<file path="src/rtl/dma_stream_engine.sv">
// DMA stream engine: reads BRAM u0 words into a show-ahead FIFO that feeds the
// accelerator stream, and writes the accelerator result stream into BRAM u1.
module dma_stream_engine #(
    parameter int ADDR_W     = 13,
    parameter int DATA_W     = 32,
    parameter int LEN_W      = 13,
    parameter int FIFO_DEPTH = 4
) (
    input  logic              wb_clk_i,
    input  logic              wb_rst_i,
    input  logic              start,
    input  logic [ADDR_W-1:0] src_base,
    input  logic [LEN_W-1:0]  src_len,
    input  logic [ADDR_W-1:0] dst_base,
    input  logic [LEN_W-1:0]  dst_len,
    output logic              busy,
    output logic              done,
    output logic              err,
    output logic              dma_r_ready,
    output logic [ADDR_W-1:0] dma_r_addr,
    input  logic              dma_r_ack,
    input  logic              bram_rd_valid,
    input  logic [DATA_W-1:0] bram_rd_data,
    output logic              dma_w_valid,
    output logic [ADDR_W-1:0] dma_w_addr,
    output logic [DATA_W-1:0] dma_w_data,
    output logic              sm_tvalid,
    output logic [DATA_W-1:0] sm_tdata,
    output logic              sm_tlast,
    input  logic              sm_tready,
    input  logic              ss_tvalid,
    input  logic [DATA_W-1:0] ss_tdata,
    input  logic              ss_tlast,
    output logic              ss_tready
);

    localparam int PTR_W = (FIFO_DEPTH > 1) ? $clog2(FIFO_DEPTH) : 1;
    localparam int CNT_W = PTR_W + 1;

    typedef enum logic [1:0] {S_IDLE, S_RUN, S_DONE} state_e;

    state_e             state_q, state_d;
    logic [ADDR_W-1:0]  rd_addr_q, rd_addr_d;
    logic [LEN_W-1:0]   rd_rem_q, rd_rem_d;
    logic [CNT_W-1:0]   outst_q, outst_d;
    logic [LEN_W-1:0]   str_rem_q, str_rem_d;
    logic [ADDR_W-1:0]  wr_addr_q, wr_addr_d;
    logic [LEN_W-1:0]   wr_rem_q, wr_rem_d;
    logic               ws_valid_q, ws_valid_d;
    logic [ADDR_W-1:0]  ws_addr_q, ws_addr_d;
    logic [DATA_W-1:0]  ws_data_q, ws_data_d;
    logic               err_q, err_d;
    logic [PTR_W-1:0]   wr_ptr_q, wr_ptr_d;
    logic [PTR_W-1:0]   rd_ptr_q, rd_ptr_d;
    logic [CNT_W-1:0]   fifo_cnt_q, fifo_cnt_d;
    logic [DATA_W-1:0]  fifo_mem_q [FIFO_DEPTH];

    logic               run;
    logic [CNT_W:0]     occ;
    logic               rd_req, rd_fire, push, pop, ss_rdy, ss_hs, all_clear, is_last;

    // Reads in flight count against FIFO space so returns can never overflow it.
    always_comb begin
        run       = (state_q == S_RUN);
        occ       = {1'b0, outst_q} + {1'b0, fifo_cnt_q};
        rd_req    = run && (rd_rem_q != '0) && (occ < (CNT_W+1)'(FIFO_DEPTH));
        rd_fire   = rd_req && dma_r_ack;
        push      = run && bram_rd_valid && (outst_q != '0);
        pop       = (fifo_cnt_q != '0) && sm_tready;
        ss_rdy    = run && (wr_rem_q != '0);
        ss_hs     = ss_tvalid && ss_rdy;
        is_last   = (wr_rem_q == LEN_W'(1));
        all_clear = (rd_rem_q == '0) && (outst_q == '0) && (fifo_cnt_q == '0) &&
                    (str_rem_q == '0) && (wr_rem_q == '0) && !ws_valid_q;
    end

    always_comb begin
        state_d    = state_q;
        rd_addr_d  = rd_addr_q;
        rd_rem_d   = rd_rem_q;
        outst_d    = outst_q;
        str_rem_d  = str_rem_q;
        wr_addr_d  = wr_addr_q;
        wr_rem_d   = wr_rem_q;
        ws_valid_d = 1'b0;
        ws_addr_d  = ws_addr_q;
        ws_data_d  = ws_data_q;
        err_d      = err_q;
        wr_ptr_d   = wr_ptr_q;
        rd_ptr_d   = rd_ptr_q;
        fifo_cnt_d = fifo_cnt_q;

        if (push) wr_ptr_d = wr_ptr_q + PTR_W'(1);
        if (pop)  rd_ptr_d = rd_ptr_q + PTR_W'(1);
        if (push && !pop) fifo_cnt_d = fifo_cnt_q + CNT_W'(1);
        else if (!push && pop) fifo_cnt_d = fifo_cnt_q - CNT_W'(1);

        case (state_q)
            S_IDLE: begin
                if (start) begin
                    rd_addr_d = src_base;
                    rd_rem_d  = src_len;
                    str_rem_d = src_len;
                    wr_addr_d = dst_base;
                    wr_rem_d  = dst_len;
                    outst_d   = '0;
                    err_d     = 1'b0;
                    state_d   = S_RUN;
                end
            end
            S_RUN: begin
                if (rd_fire) begin
                    rd_addr_d = rd_addr_q + ADDR_W'(1);
                    rd_rem_d  = rd_rem_q - LEN_W'(1);
                end
                if (rd_fire && !push) outst_d = outst_q + CNT_W'(1);
                else if (!rd_fire && push) outst_d = outst_q - CNT_W'(1);
                if (pop && (str_rem_q != '0)) str_rem_d = str_rem_q - LEN_W'(1);
                // Write address/count advance at acceptance so ss_tready drops
                // right after the final word instead of one cycle late.
                if (ss_hs) begin
                    ws_valid_d = 1'b1;
                    ws_addr_d  = wr_addr_q;
                    ws_data_d  = ss_tdata;
                    wr_addr_d  = wr_addr_q + ADDR_W'(1);
                    wr_rem_d   = wr_rem_q - LEN_W'(1);
                    if (ss_tlast != is_last) err_d = 1'b1;
                end
                if (all_clear) state_d = S_DONE;
            end
            S_DONE: state_d = S_IDLE;
            default: state_d = S_IDLE;
        endcase
    end

    always_ff @(posedge wb_clk_i) begin
        if (wb_rst_i) begin
            state_q    <= S_IDLE;
            rd_addr_q  <= '0;
            rd_rem_q   <= '0;
            outst_q    <= '0;
            str_rem_q  <= '0;
            wr_addr_q  <= '0;
            wr_rem_q   <= '0;
            ws_valid_q <= 1'b0;
            ws_addr_q  <= '0;
            ws_data_q  <= '0;
            err_q      <= 1'b0;
            wr_ptr_q   <= '0;
            rd_ptr_q   <= '0;
            fifo_cnt_q <= '0;
        end else begin
            state_q    <= state_d;
            rd_addr_q  <= rd_addr_d;
            rd_rem_q   <= rd_rem_d;
            outst_q    <= outst_d;
            str_rem_q  <= str_rem_d;
            wr_addr_q  <= wr_addr_d;
            wr_rem_q   <= wr_rem_d;
            ws_valid_q <= ws_valid_d;
            ws_addr_q  <= ws_addr_d;
            ws_data_q  <= ws_data_d;
            err_q      <= err_d;
            wr_ptr_q   <= wr_ptr_d;
            rd_ptr_q   <= rd_ptr_d;
            fifo_cnt_q <= fifo_cnt_d;
        end
    end

    // Storage only; validity is tracked by the pointers and count.
    always_ff @(posedge wb_clk_i) begin
        if (push) fifo_mem_q[wr_ptr_q] <= bram_rd_data;
    end

    assign busy        = run;
    assign done        = (state_q == S_DONE);
    assign err         = err_q;
    assign dma_r_ready = rd_req;
    assign dma_r_addr  = rd_addr_q;
    assign dma_w_valid = ws_valid_q;
    assign dma_w_addr  = ws_addr_q;
    assign dma_w_data  = ws_data_q;
    assign sm_tvalid   = (fifo_cnt_q != '0);
    assign sm_tdata    = sm_tvalid ? fifo_mem_q[rd_ptr_q] : '0;
    assign sm_tlast    = sm_tvalid && (str_rem_q == LEN_W'(1));
    assign ss_tready   = ss_rdy;

endmodule

</file>
<file path="config.mk">
export PLATFORM = sky130hd
export DESIGN_NAME = dma_stream_engine
export DESIGN_NICKNAME = d
export VERILOG_FILES = /design/src/rtl/dma_stream_engine.sv
export SDC_FILE = /design/constraint.sdc
export NUM_CORES = 1
export LEC_CHECK = 0
export BUFFER_PORTS_ARGS = -buffer_cell sky130_fd_sc_hd__buf_2
export CAP_MARGIN = 20
export CELL_PAD_IN_SITES_DETAIL_PLACEMENT = 2
export CELL_PAD_IN_SITES_GLOBAL_PLACEMENT = 2
export CORE_MARGIN = 8
export CORE_UTILIZATION = 36
export DETAILED_ROUTE_END_ITERATION = 6
export PLACE_DENSITY = 0.91
export REMOVE_ABC_BUFFERS = 1
export SLEW_MARGIN = 20
export SYNTH_ARGS = -nofsm -noshare
export SYNTH_HDL_FRONTEND = slang
export SYNTH_SLANG_ARGS = --single-unit
</file>
<file path="constraint.sdc">
create_clock -name wb_clk_i -period 3.5 [get_ports wb_clk_i]
set_clock_uncertainty 0.15 [all_clocks]
set_input_delay 0.525 -clock wb_clk_i [delete_from_list [all_inputs] [get_ports wb_clk_i]]
set_output_delay 0.525 -clock wb_clk_i [all_outputs]
set_load 0.05 [all_outputs]
</file>
* Word level (Yosys, flattened, before mapping)
Memories as Yosys holds them, arrays and structs flattened. A register that Yosys moved wholly into a read port is not among the register bits.
Cells that the tools add are included.
Widths: inputs -> output; s select.
** Storage, ports and cells
- Memories kept :: 1
- Input bits :: 124
- Register bits :: 124
- RAM bits :: 128
- Word-level logic and storage cells :: 118
** Memories
- fifo_mem_q :: words 4, width 32, read ports 1, clocked after Yosys merged registers in 1, wr ports 1, line 56 : logic [DATA_W-1:0] fifo_mem_q [FIFO_DEPTH];
** Operators by class
- Bitwise logic cells :: 1
- Magnitude comparators :: 1
- Mux-type cells :: 33
- Reduce and logical (&&, ||, !) cells :: 44
- Add/subtract/negate cells :: 12
- Equality and inequality tests :: 12
** Operators with widths (number)
- $pmux 13 s2 :: 5
- $mux 13 :: 9
- $logic_not 13->1 :: 3
- $reduce_bool 13->1 :: 3
- $sub 13x1->13 const B :: 3
- $mux 32 :: 1
- $add 13x1->13 const B :: 2
- $eq 13x1->1 const B :: 2
- $logic_and 1x1->1 :: 19
- $mux 3 :: 5
- $reduce_and 3->1 :: 4
- $ne 2x1->1 const B :: 5
- $mux 2 :: 4
- $add 3x1->3 const B :: 2
- $logic_not 3->1 :: 2
- $mux 1 :: 6
- $pmux 3 s2 :: 1
- $reduce_bool 3->1 :: 2
- $sub 3x1->3 const B :: 2
- $add 2x1->2 const B :: 2
- $add 3x3->4 :: 1
- $logic_not 1->1 :: 4
- $lt 4x3->1 const B :: 1
- $pmux 2 s2 :: 1
- 12 further kinds :: 14

* Longest topological paths before layout
Gate-level depths: netlist of the first run.
- Depth after elaboration :: 9
- Depth in mapped cells :: 11

* Least setup slack after synthesis of the first run
OpenSTA, ideal clock, no wires.
- Path kind :: register to output
- Start point :: reg state_q[0]
- End point :: out dma_r_ready
- Path buffers :: 4
- Cell stages (with the launch flop) :: 8
- Setup slack :: -0.007 ns
- Data arrival time :: 2.832 ns
- Cell sequence :: dfxtp_1 -> buf_6 -> nand2b_4 -> buf_2 -> buf_2 -> buf_1 -> nor3_1 -> nor4b_1
** On the way
- Cells in the longest elaborated chain, start to end :: 3
** RTL lines
- from (decl) :: line 42 : state_e state_q, state_d;
- from (signal assigned) :: line 153 : state_q <= state_d;
- $eq 2x1->1 :: line 64 : run = (state_q == S_RUN);
- $logic_and 1x1->1 (2 in series) :: line 66 : rd_req = run && (rd_rem_q != '0) && (occ < (CNT_W+1)'(FIFO_DEPTH));
- to (decl) :: line 19 : output logic dma_r_ready,
Every way passes these cells.

* Final worst setup path of the first run
- Start point :: reg state_q[0]
- End point :: out busy
** On the way
- Cells in the longest elaborated chain, start to end :: 1
** RTL lines
- $eq 2x1->1 :: line 64
- to (decl) :: line 16 : output logic busy,
Every way passes these cells.

==> results of run 1 <==
==> per-stage QoR <==
| stage | setup WS (ns) | setup TNS [ns] | util (%) |
|---|---|---|---|
| floorplan | -3.40 | -199.22 | - |
| global placement | 0.787 | 0 | 40.7 |
| detailed placement | 0.691 | 0 | 40.7 |
| CTS | 0.312 | 0 | 43.7 |
| global route | 0.180 | 0 | 43.7 |
| finish | 0.305 | 0 | 43.7 |
==> cell usage in the layout (no fill, tap or decap), drive strengths merged, types with 4 or more instances in the layout <==
master,netlist,layout
a211oi,8,8
a21oi,62,62
a221oi,6,6
a22oi,10,10
a311oi,7,7
a31oi,20,20
a32o,8,8
a32oi,4,4
and2,38,38
and3,13,13
and4,4,4
buf,28,241
clkbuf,47,35
clkinv,1,11
dfxtp,126,126
edfxtp,128,128
ha,17,17
inv,32,33
mux2i,47,47
mux4,32,32
nand2,58,58
nand2b,6,6
nand3,21,21
nand4,8,8
nor2,93,93
nor3,24,24
nor3b,9,9
nor4,10,10
o211ai,4,4
o21a,4,4
o21ai,36,36
o22ai,8,8
o311ai,11,11
o31ai,20,20
o32ai,14,14
or3,9,9
or4,4,4
xor2,4,4
==> flip-flops by register name, summed over array words and instances, names as in the netlist, 3 cells and up, named ones only <==
signal / flops
outst_q: 3
dma_w_data: 32
wr_rem_q: 13
dma_w_addr: 13
fifo_mem_q: 128
rd_rem_q: 13
str_rem_q: 13
dma_r_addr: 13
fifo_cnt_q: 3
wr_addr_q: 13
==> area by class of cell <==
class	count	area, sq um	share of cell area [%]
clock buffer	35	767	5.45
clock inverter	17	185	1.32
inverter	33	124	0.881
multi-input combinational	660	4810	34.2
sequential	254	6370	45.3
tap	408	510	3.63
timing repair buffer	241	1300	9.22
==> power by group through the flow <==
stage,combinational (mW),clock (mW),sequential [mW]
final,2.89,3.04,3.46
after global routing,3.07,3.22,3.48
after floorplan,1.85,0,3.63
after CTS,2.92,3.13,3.46
after global placement,2.76,0,3.51
after detailed placement,2.88,0,3.52
==> final timing paths <==
kind | to | depth (start not counted)
hold / removal | fifo_mem_q[2][25] | 1
setup reg to reg | dma_r_addr[7] | 6
hold reg to reg | str_rem_q[12] | 2
setup / recovery | busy | 5
==> worst max-delay path: stages, from the launching register on <==
cell      delay, ns
dfxtp_1        0.65
nand2b_4       0.15
inv_2          0.08
buf_4          0.34
buf_4          0.40
buf_2          0.33
==> logic make-up after synthesis <==
group	synth area share, %
AND/OR/NAND/NOR	13.9
flip-flops	54.7
AO/OA/AOI/OAI	14.3
buffers and inverters	4.18
multiplexers	10.3
adder cells (fa/ha/maj)	2.17
XOR/XNOR	0.376
==> layer usage <==
layer	up-vias	wire length (microns)	GRT usage, %
met2	256	21400	37.9
met4	8	630	3.96
met3	56	2430	4.76
li1	4265	-	-
met5	-	51	0
met1	4832	16700	25.0
==> Yosys cell counts, types with 10 or more instances <==
library cell	count	area [sq um]
a21oi_1	62	310
a22oi_1	10	75.1
a31oi_1	19	119
and2_1	38	238
and3_1	13	81.3
buf_2	13	65.1
clkbuf_1	46	173
dfxtp_1	126	2520
edfxtp_1	128	3840
ha_1	17	213
inv_1	32	120
mux2i_1	47	470
mux4_2	32	721
nand2_1	57	214
nand3_1	21	105
nor2_1	92	345
nor3_1	22	110
o21ai_0	35	175
o311ai_0	10	87.6
o31ai_1	20	150
o32ai_1	14	123
==> metrics.md, run 1 <==
| Metric | Value |
|---|---|
| Remaining global-route overflow | `0` |
| Share of power burned in the clock network | `32.4%` |
| Fin nets | `1361` |
| Total Die Area | `~38000 sq um` |
| Cell Area, Synth | `around 12000 sq um` |
| I/O pin cnt | `222` |
| FMAX | `between 300 and 400 MHz` |
| Slew at the pin with the worst max-slew slack | `1.08 ns` |
| Crit path DAT | `around 2.5 ns` |
| Leading register cell type out of synthesis | `edfxtp_1` |
| Half-perimeter wire length after detailed placement | `about 28000 microns` |
| Number of gates resized after cts | `0` |
| DRC errors left | `0` |
| Sink Count | `approximately 250` |
| Layout overhead on the synthesized area | `20.8%` |
| Via density | `~5.7` |
| WL/cell | `roughly 25 microns` |
| Count of max-cap constraint violations | `0` |
| Overall power of the completed layout | `roughly 9.4 mW` |
| Residual antenna-violating net count after detailed routing | `0` |
| TritonCTS clock tree | `yes` |
| CP endpoint kind | `output port` |
| Detailed-route via count | `roughly 9400` |
| Worst setup path startpoint | `state_q[0]` |
| CP required | `roughly 2.8 ns` |
| Number of hold-slack violations in the final timing report | `0` |
| Category of the most critical setup path | `flop to output port` |
| Type of the most critical hold path | `primary input to flop` |
| Final Wtd Congestion | `between 0.8 and 0.9` |
| Proportion of layout cells with a drive suffix above 1 | `between 20% and 30%` |
| Worst VDD drop | `between 0.3 and 0.4 mV` |
| Final period utilization | `91.3%` |
| Number of placed instances with taps included | `~1600` |
| Switching part of the total | `between 30% and 40%` |
| Longest Clk Path Bufs | `3` |
| Reg2reg setup slack | `roughly 0.64 ns` |
| Number of setup violations in the final report | `0` |
| Proportion of synthesized chip area in sequential cells | `54.7%` |
| Initial Util | `~36%` |
| Fraction of registers with async set/reset | `0%` |
| Final max-slew violation count | `0` |
| CTS clock-pin slew for the worst setup and hold paths | `approximately 0.06 ns` |
| Core ar. | `around 32000 sq um` |
| Fin cells | `between 1500 and 2000` |
| Number of enable-type register cells in the synthesized netlist | `approximately 130` |
| Worst slew margin | `~28%` |
| Count of hold-fix buffers inserted at cts | `0` |
| Yosys cell types | `76` |
| Post-CTS repair timing setup buffer count | `0` |
| Sum of routed wire length over all layers | `41200 microns` |
| Maximum number of pins on one net before global-route repair | `approximately 110` |
| WHS | `roughly 0.053 ns` |
| Count of mapped cells out of synthesis | `between 1000 and 1500` |
| Initial DRC count | `436` |
| Number of warnings reported in the yosys synthesis log | `0` |
| Max FO, Critical Path | `33` |
| Row count | `66` |
| First-pass GRT wire length | `63400 microns` |
| Post-route cell area | `about 14000 sq um` |
| Number of global-route vias before repair | `approximately 10000` |
| Count of filler cells inserted in the layout | `3336` |
| Total global routing track utilization | `a little over a fifth` |
| Width of the die | `roughly 200 microns` |
| Power per standard cell area | `between 600 and 700 nW/um^2` |
| Height of the chip | `slightly below 200 microns` |
| Standard cell area after detailed placement | `between 10000 and 15000 sq um` |
| Fraction of power consumed by sequential logic | `36.9%` |
| Number of clock buffers inserted by TritonCTS | `28` |
| Internal power | `5.90 mW` |
| Run status | `complete, no violations` |
| Root buffer selected by CTS | `clkbuf_16` |
| Register bit total from synthesis | `254` |
| Worst skew pair latency | `between 0.5 and 0.6 ns` |
| Logic gate share of total power | `a little under a third` |
| Ant. Diodes | `0` |
| First-pass iteration count of the detailed router | `6` |
| Reg2reg start | `outst_q[2]` |
| Switching power | `roughly 3.5 mW` |
| Unrepaired setup endpoints after global routing | `false` |
| Avg Inst Size Synth | `between 10 and 15 sq um` |
| Post-layout min period | `about 3.2 ns` |
| Number of antenna violations at the first check in global routing | `4` |
| Startpoint types | `flop` |
| Leakage power | `around 5.3 nW` |
| H-tree levels | `1` |
| Buffers on Ports | `roughly 220` |
| Hold path start | `bram_rd_data[25]` |
Power figures use the tool's default switching activity.
==> run 2, diff against run 1 <==
CORE_MARGIN = 5   (was 8)
==> run 2 against run 1 <==
Against the previous run:
- critical path type unchanged
- worst setup slack better by 0.12 ns
- die area is 6.0% lower
- register-to-register slack better by 0.02 ns
- core utilization is 0.46 points higher
- global-route usage is 0.18 points lower
- maximum frequency is 4.0% higher
- via count is 0.39% lower
- worst hold slack better by 0.016 ns
- clock power is 6.6% lower
- sequential power hardly changed
- flip-flop and latch count stayed put
- final area is 0.48% lower
==> metrics.md, run 2 (same netlist as run 1, synthesis figures left out) <==
| Metric | Value |
|---|---|
| Remaining global-route overflow | `0 (unchanged)` |
| FMAX | `326 MHz (+4.0%)` |
| Detailed-route via count | `9380 (-0.39%)` |
| CTS clock-pin slew for the worst setup and hold paths | `0.06 ns (about the same)` |
| Via density | `5.70 (-0.27%)` |
| Switching power | `3.37 mW (-3.6%)` |
| Internal power | `5.78 mW (-2.0%)` |
| I/O pin cnt | `222 (unchanged)` |
| Crit path DAT | `2.40 ns (-0.12 ns)` |
| Number of hold-slack violations in the final timing report | `0 (unchanged)` |
| Worst skew pair latency | `0.55 ns (about the same)` |
| Number of setup violations in the final report | `0 (unchanged)` |
| Max FO, Critical Path | `20 (-39%)` |
| Type of the most critical hold path | `primary input to flop` |
| Power per standard cell area | `654 nW/um^2 (-2.1%)` |
| Sink Count | `254 (unchanged)` |
| First-pass GRT wire length | `60100 microns (-5.1%)` |
| Reg2reg setup slack | `0.66 ns (+0.02 ns)` |
| Height of the chip | `190 microns (-3.1%)` |
| Worst Setup Slack, final | `0.429 ns (+0.124 ns)` |
| Worst VDD drop | `0.393 mV (+2.6%)` |
| Total Die Area | `36000 sq um (-6.0%)` |
| Root buffer selected by CTS | `clkbuf_16` |
| Total global routing track utilization | `20.7% (-0.18 points)` |
| Number of global-route vias before repair | `10600 (+2.0%)` |
| Leakage power | `5.31 nW (-0.38%)` |
| CP required | `2.82 ns (about the same)` |
| Reg2reg start | `outst_q[2]` |
| Top reg by flops | `fifo_mem_q` |
| Worst Hold Path Cells | `1 (unchanged)` |
| Proportion of layout cells with a drive suffix above 1 | `27.4% (-0.53 points)` |
| Worst-case setup slack after placement | `0.735 ns (+0.0440 ns)` |
| WL/cell | `23.1 microns (-7.7%)` |
| Overall power of the completed layout | `9.15 mW (-2.6%)` |
| Most common library cell in the layout ignoring fill and taps | `buf_2` |
| Logic gate share of total power | `31.1% (+0.4 points)` |
| First-pass iteration count of the detailed router | `4 (-2)` |
| Number of antenna violations at the first check in global routing | `9 (+5)` |
| Post-CTS repair timing setup buffer count | `0 (unchanged)` |
| TritonCTS clock tree | `yes` |
| Cell with the biggest individual delay on the critical path | `dfxtp_2` |
| Count of max-cap constraint violations | `0 (unchanged)` |
| Share of power burned in the clock network | `31.1% (-1.3 points)` |
| Buffers on Ports | `221 (unchanged)` |
| Hold path start | `bram_rd_data[21]` |
| DRC errors left | `0 (unchanged)` |
| Unrepaired setup endpoints after global routing | `false` |
| Worst r2r path cells | `6 (unchanged)` |
| CP endpoint kind | `output port` |
| Layout overhead on the synthesized area | `20.2%` |
| Row count | `65 (-1.5%)` |
| Endpoint of the most critical register-to-register path | `rd_rem_q[12]` |
| Run status | `complete, no violations` |
| Core ar. | `31700 sq um (-1.5%)` |
| Final Wtd Congestion | `0.806 (-3.9%)` |
| Crit path largest cell delay | `0.64 ns (about the same)` |
| Sum of routed wire length over all layers | `38000 microns (-7.8%)` |
| Series of cell instances along the critical path | `buf_12 > mux4_2 > and2_1 > buf_2` |
| Initial DRC count | `459 (+5.3%)` |
| Switching part of the total | `36.8% (-0.38 points)` |
| Count of hold-fix buffers inserted at cts | `0 (unchanged)` |
| Worst slew margin | `21.0% (-6.8 points)` |
| Longest Clk Path Bufs | `3 (unchanged)` |
| Number of clock buffers inserted by TritonCTS | `28 (unchanged)` |
| Final period utilization | `87.7% (-3.5 points)` |
| H-tree levels | `1 (unchanged)` |
| Category of the most critical setup path | `flop to output port` |
| Initial Util | `36.7% (+0.56 points)` |
| Fraction of power consumed by sequential logic | `37.8% (+0.9 points)` |
| Slew at the pin with the worst max-slew slack | `1.18 ns (+0.0999 ns)` |
| Post-layout min period | `3.07 ns (-0.124 ns)` |
| Highest-count cells in the layout ignoring fill and taps | `220 x buf_2, 128 x edfxtp_1, 125 x dfxtp_1, 92 x nor2_1, 62 x a21oi_1` |
| Half-perimeter wire length after detailed placement | `26400 microns (-6.6%)` |
| End point of the most critical hold path | `fifo_mem_q[2][21]` |
| Number of flip-flops in the largest register | `128 (unchanged)` |
| Fin nets | `1364 (+0.22%)` |
| Final max-slew violation count | `0 (unchanged)` |
| Number of gates resized after cts | `0 (unchanged)` |
| Startpoint types | `flop` |
| Residual antenna-violating net count after detailed routing | `0 (unchanged)` |
| Maximum number of pins on one net before global-route repair | `58 (-47%)` |
| Width of the die | `190 microns (-3.1%)` |
-- run 2: metrics by stage --
stage	hold WS (ns)	util (%)	instance area, sq um	std cells	TNS, ns
after floorplan	0.291	-	11300	947	-199.22
after global placement	0.304	41.3	13100	1593	0
after detailed placement	0.326	41.3	13100	1593	0
after CTS	0.0451	44.1	14000	1644	0
after global routing	0.0445	44.1	14000	1644	0
final	0.0688	44.1	14000	1646	0
-- run 2: power by group through the flow --
stage / logic (mW) / registers [mW] / clock network, mW
after floorplan: 1.85 / 3.63 / 0
after global placement: 2.74 / 3.51 / 0
after detailed placement: 2.86 / 3.52 / 0
after CTS: 2.88 / 3.46 / 2.92
after global routing: 3.04 / 3.49 / 3.07
final: 2.84 / 3.46 / 2.84
-- run 2: layout make-up --
type	instances	area (sq um)
fillers	3363	17700
flip-flops and latches	254	6370
multi-input cells	660	4810
repair buffers	244	1310
clock buffers	46	860
well taps	402	503
inverters	33	124
clock inverters	5	25.0
diodes	2	5.00
-- run 2: how the worst max path moves through the flow --
stage               slack [ns]            end  cells past startpoint          from
finish                    0.43   sm_tdata[11]                      4          flop
global placement          0.80    rd_rem_q[0]                      6    outst_q[1]
floorplan                -3.40  dma_w_addr[0]                      4    state_q[0]
detailed placement        0.73   rd_rem_q[12]                      6    outst_q[1]
CTS                       0.36   sm_tdata[11]                      4          flop
global route              0.28       sm_tlast                      4  str_rem_q[9]
-- run 2: metal layers --
layer  vias up  routed length [microns]  global-route usage, %
li1       4289                        -                      -
met1      4712                    15200                   24.3
met2       295                    19400                   37.9
met3        68                     2570                   5.63
met4        16                      751                   4.31
met5         -                       90                      0
-- run 2: worst max-delay path: cells and delay by family, from the launching register on --
family	cells	cell delay, ns
buffers and inverters	2	0.49
DFF	1	0.64
muxes	1	0.54
and+or+nand+nor	1	0.19
==> run 3, diff against run 2 <==
--- a/config.mk
+++ b/config.mk
@@ -11,7 +11,8 @@
 export CELL_PAD_IN_SITES_GLOBAL_PLACEMENT = 2
 export CORE_MARGIN = 5
-export CORE_UTILIZATION = 36
+export CORE_UTILIZATION = 39
+export CTS_CLUSTER_SIZE = 30
 export DETAILED_ROUTE_END_ITERATION = 6
-export PLACE_DENSITY = 0.91
+export PLACE_DENSITY = 0.95
 export REMOVE_ABC_BUFFERS = 1
 export SLEW_MARGIN = 20
==> constraint.sdc (replaced) <==
create_clock -name wb_clk_i -period 3.6 [get_ports wb_clk_i]
set_clock_uncertainty 0.15 [all_clocks]
set_input_delay 0.54 -clock wb_clk_i [delete_from_list [all_inputs] [get_ports wb_clk_i]]
set_output_delay 0.54 -clock wb_clk_i [all_outputs]
set_load 0.02 [all_outputs]
==> run 3 against run 2 <==
Against the previous run:
- core utilization increased by 3.3 points
- sequential share of layout area decreased by 0.069 points
- flip-flop and latch count unchanged
- first-iteration DRC count up 16%
- critical path depth up 2
- register-to-register slack better by 0.02 ns
- final area is 0.15% higher
- clock power up 5%
- global-route usage grew 2.1 points
- worst hold slack got worse by 0.0022 ns
- via count grew 0.68%
- worst setup slack lost 0.045 ns
- largest power group unchanged
==> metrics.md, run 3 (same netlist as run 1, synthesis figures left out) <==
| Metric | Value |
|---|---|
| Number of gates resized after cts | `0 (unchanged)` |
| Count of filler cells inserted in the layout | `3027 (-10%)` |
| WL/cell | `24.1 microns (+4.3%)` |
| Type of the most critical hold path | `primary input to flop` |
| Top reg by flops | `fifo_mem_q` |
| Worst VDD drop | `0.436 mV (+11%)` |
| Number of placed instances with taps included | `1577 (-1.0%)` |
| Hold path start | `bram_rd_data[12]` |
| Worst r2r path cells | `6 (unchanged)` |
| Share of power burned in the clock network | `34.9% (+3.8 points)` |
| Number of hold-slack violations in the final timing report | `0 (unchanged)` |
| Total Die Area | `33400 sq um (-7.3%)` |
| Remaining global-route overflow | `0 (unchanged)` |
| Number of buffers and inverters on the critical path | `2 (unchanged)` |
| I/O pin cnt | `222 (unchanged)` |
| Fraction of power consumed by sequential logic | `39.4% (+1.6 points)` |
| Height of the chip | `183 microns (-3.7%)` |
| Worst-case setup slack after placement | `0.839 ns (+0.104 ns)` |
| Count of hold-fix buffers inserted at cts | `0 (unchanged)` |
| Endpoint of the most critical register-to-register path | `dma_r_addr[3]` |
| Run status | `complete, no violations` |
| Root buffer selected by CTS | `clkbuf_16` |
| Series of cell instances along the critical path | `inv_1 > ha_1 > nor3b_1 > and4_1 > nor4b_1 > buf_2` |
| Internal power | `5.78 mW (-0.14%)` |
| Sink Count | `254 (unchanged)` |
| First-pass iteration count of the detailed router | `5 (+1)` |
| Logic gate share of total power | `25.7% (-5.4 points)` |
| Fin cells | `1632 (-0.85%)` |
| Power per standard cell area | `610 nW/um^2 (-6.6%)` |
| Switching power | `2.78 mW (-17%)` |
| Crit path largest cell delay | `0.48 ns (-0.16 ns)` |
| Core ar. | `29600 sq um (-6.8%)` |
| Number of setup violations in the final report | `0 (unchanged)` |
| Layout overhead on the synthesized area | `20.4%` |
| Number of flip-flops in the largest register | `128 (unchanged)` |
| Reg2reg setup slack | `0.68 ns (+0.02 ns)` |
| Most common library cell in the layout ignoring fill and taps | `buf_2` |
| Final period utilization | `approximately nine tenths` |
| Worst slew margin | `30.8% (+9.8 points)` |
| WHS | `0.0666 ns (-0.00220 ns)` |
| Switching part of the total | `32.5% (-4.3 points)` |
| Sum of routed wire length over all layers | `39300 microns (+3.4%)` |
| Standard cell area after detailed placement | `13100 sq um (-0.34%)` |
| Maximum number of pins on one net before global-route repair | `121 (+110%)` |
| DRC errors left | `0 (unchanged)` |
| Worst Setup Slack, final | `0.384 ns (-0.0452 ns)` |
| FMAX | `about 310 MHz` |
| Final max-slew violation count | `0 (unchanged)` |
| Post-CTS repair timing setup buffer count | `0 (unchanged)` |
| Slew at the pin with the worst max-slew slack | `1.04 ns (-0.147 ns)` |
| End point of the most critical hold path | `fifo_mem_q[0][12]` |
| Half-perimeter wire length after detailed placement | `25300 microns (-4.3%)` |
| Count of max-cap constraint violations | `0 (unchanged)` |
| Max FO, Critical Path | `4 (-80%)` |
| Initial Util | `39.4% (+2.7 points)` |
| Number of antenna violations at the first check in global routing | `5 (-4)` |
| Worst skew pair latency | `0.54 ns (about the same)` |
| Reg2reg start | `outst_q[1]` |
| Post-route cell area | `14000 sq um (+0.15%)` |
| Fin nets | `1362 (-0.15%)` |
| Highest-count cells in the layout ignoring fill and taps | `220 x buf_2, 128 x edfxtp_1, 125 x dfxtp_1, 92 x nor2_1, 62 x a21oi_1` |
| Total global routing track utilization | `22.8% (+2.1 points)` |
| H-tree levels | `1 (unchanged)` |
| Crit path DAT | `2.53 ns (+0.13 ns)` |
| Number of clock buffers inserted by TritonCTS | `30 (+7.1%)` |
| Number of global-route vias before repair | `10600 (-0.31%)` |
| Category of the most critical setup path | `flop to output port` |
| Detailed-route via count | `9444 (+0.68%)` |
| Initial DRC count | `531 (+16%)` |
| Startpoint types | `flop` |
| TritonCTS clock tree | `yes` |
| Residual antenna-violating net count after detailed routing | `0 (unchanged)` |
| Buffers on Ports | `221 (unchanged)` |
| Kind of cell adding the most delay to the critical path | `simple AND/OR/NAND/NOR gates` |
| Width of the die | `183 microns (-3.7%)` |
| Utilization after layout | `47.4% (+3.3 points)` |
| First-pass GRT wire length | `61300 microns (+1.9%)` |
| Post-layout min period | `about 3.2 ns` |
| Proportion of layout cells with a drive suffix above 1 | `26.9% (-0.46 points)` |
| Leakage power | `5.31 nW (about the same)` |
| Final Wtd Congestion | `0.820 (+1.7%)` |
| Unrepaired setup endpoints after global routing | `false` |
| Longest Clk Path Bufs | `3 (unchanged)` |
| Cell with the biggest individual delay on the critical path | `nor4b_1` |
| CTS clock-pin slew for the worst setup and hold paths | `0.06 ns (about the same)` |
| CP required | `2.91 ns (+0.09 ns)` |
| Via density | `5.79 (+1.5%)` |
| Row count | `63 (-3.1%)` |
| CP endpoint kind | `output port` |
| Worst Hold Path Cells | `1 (unchanged)` |
## run 3: worst register-to-register path, stage by stage (launching register included)
cell and delay, ns:
dfxtp_1 0.49, ha_1 0.28, and3_1 0.22, or4b_4 0.53, o21ai_4 0.36, nand2_2 0.31
o32ai_1 0.45
## run 3: worst max path at each step
| stage | startpoint | endpoint | cells after the start |
|---|---|---|---|
| floorplan | state_q[0] | dma_w_addr[0] | 4 |
| finish | rd_rem_q[0] | dma_r_ready | 6 |
| detailed placement | wr_rem_q[8] | wr_addr_q[0] | 5 |
| global placement | outst_q[1] | rd_rem_q[0] | 6 |
| global route | rd_rem_q[0] | dma_r_ready | 6 |
| CTS | rd_rem_q[0] | dma_r_ready | 6 |
## run 3: final cells by class
type                            instances  area (sq um)  area share (%)
Clock buffer                           38           802            5.72
Antenna cell                            1          2.50          0.0179
Timing Repair Buffer                  240          1280            9.10
Multi-Input combinational cell        660          4810            34.3
Inverter                               33           124           0.884
Clock inverter                         16           151            1.08
Tap cell                              390           488            3.48
Sequential cell                       254          6370            45.4
## run 3: per-layer routing
layer  vias to the layer above  GRT usage, %  wire length, microns
li1                       4270             -                     -
met1                      4791          27.9                 15900
met2                       321          41.2                 20100
met3                        56          5.28                  2530
met4                         6          4.92                   642
met5                         -             0                    40
## run 3: power by group through the flow
stage	Sequential, mW	Combinational, mW	Clock [mW]
finish	3.37	2.20	2.99
global route	3.39	2.39	3.20
CTS	3.37	2.23	3.07
detailed placement	3.42	2.19	0
global placement	3.40	2.08	0
floorplan	3.45	1.30	0
## run 3: through the flow
step           power (mW)  setup TNS [ns]
2_1_floorplan        4.75         -157.12
3_3_place_gp         5.49               0
3_5_place_dp         5.62               0
4_1_cts              8.68               0
5_1_grt              8.99               0
6_report             8.56               0
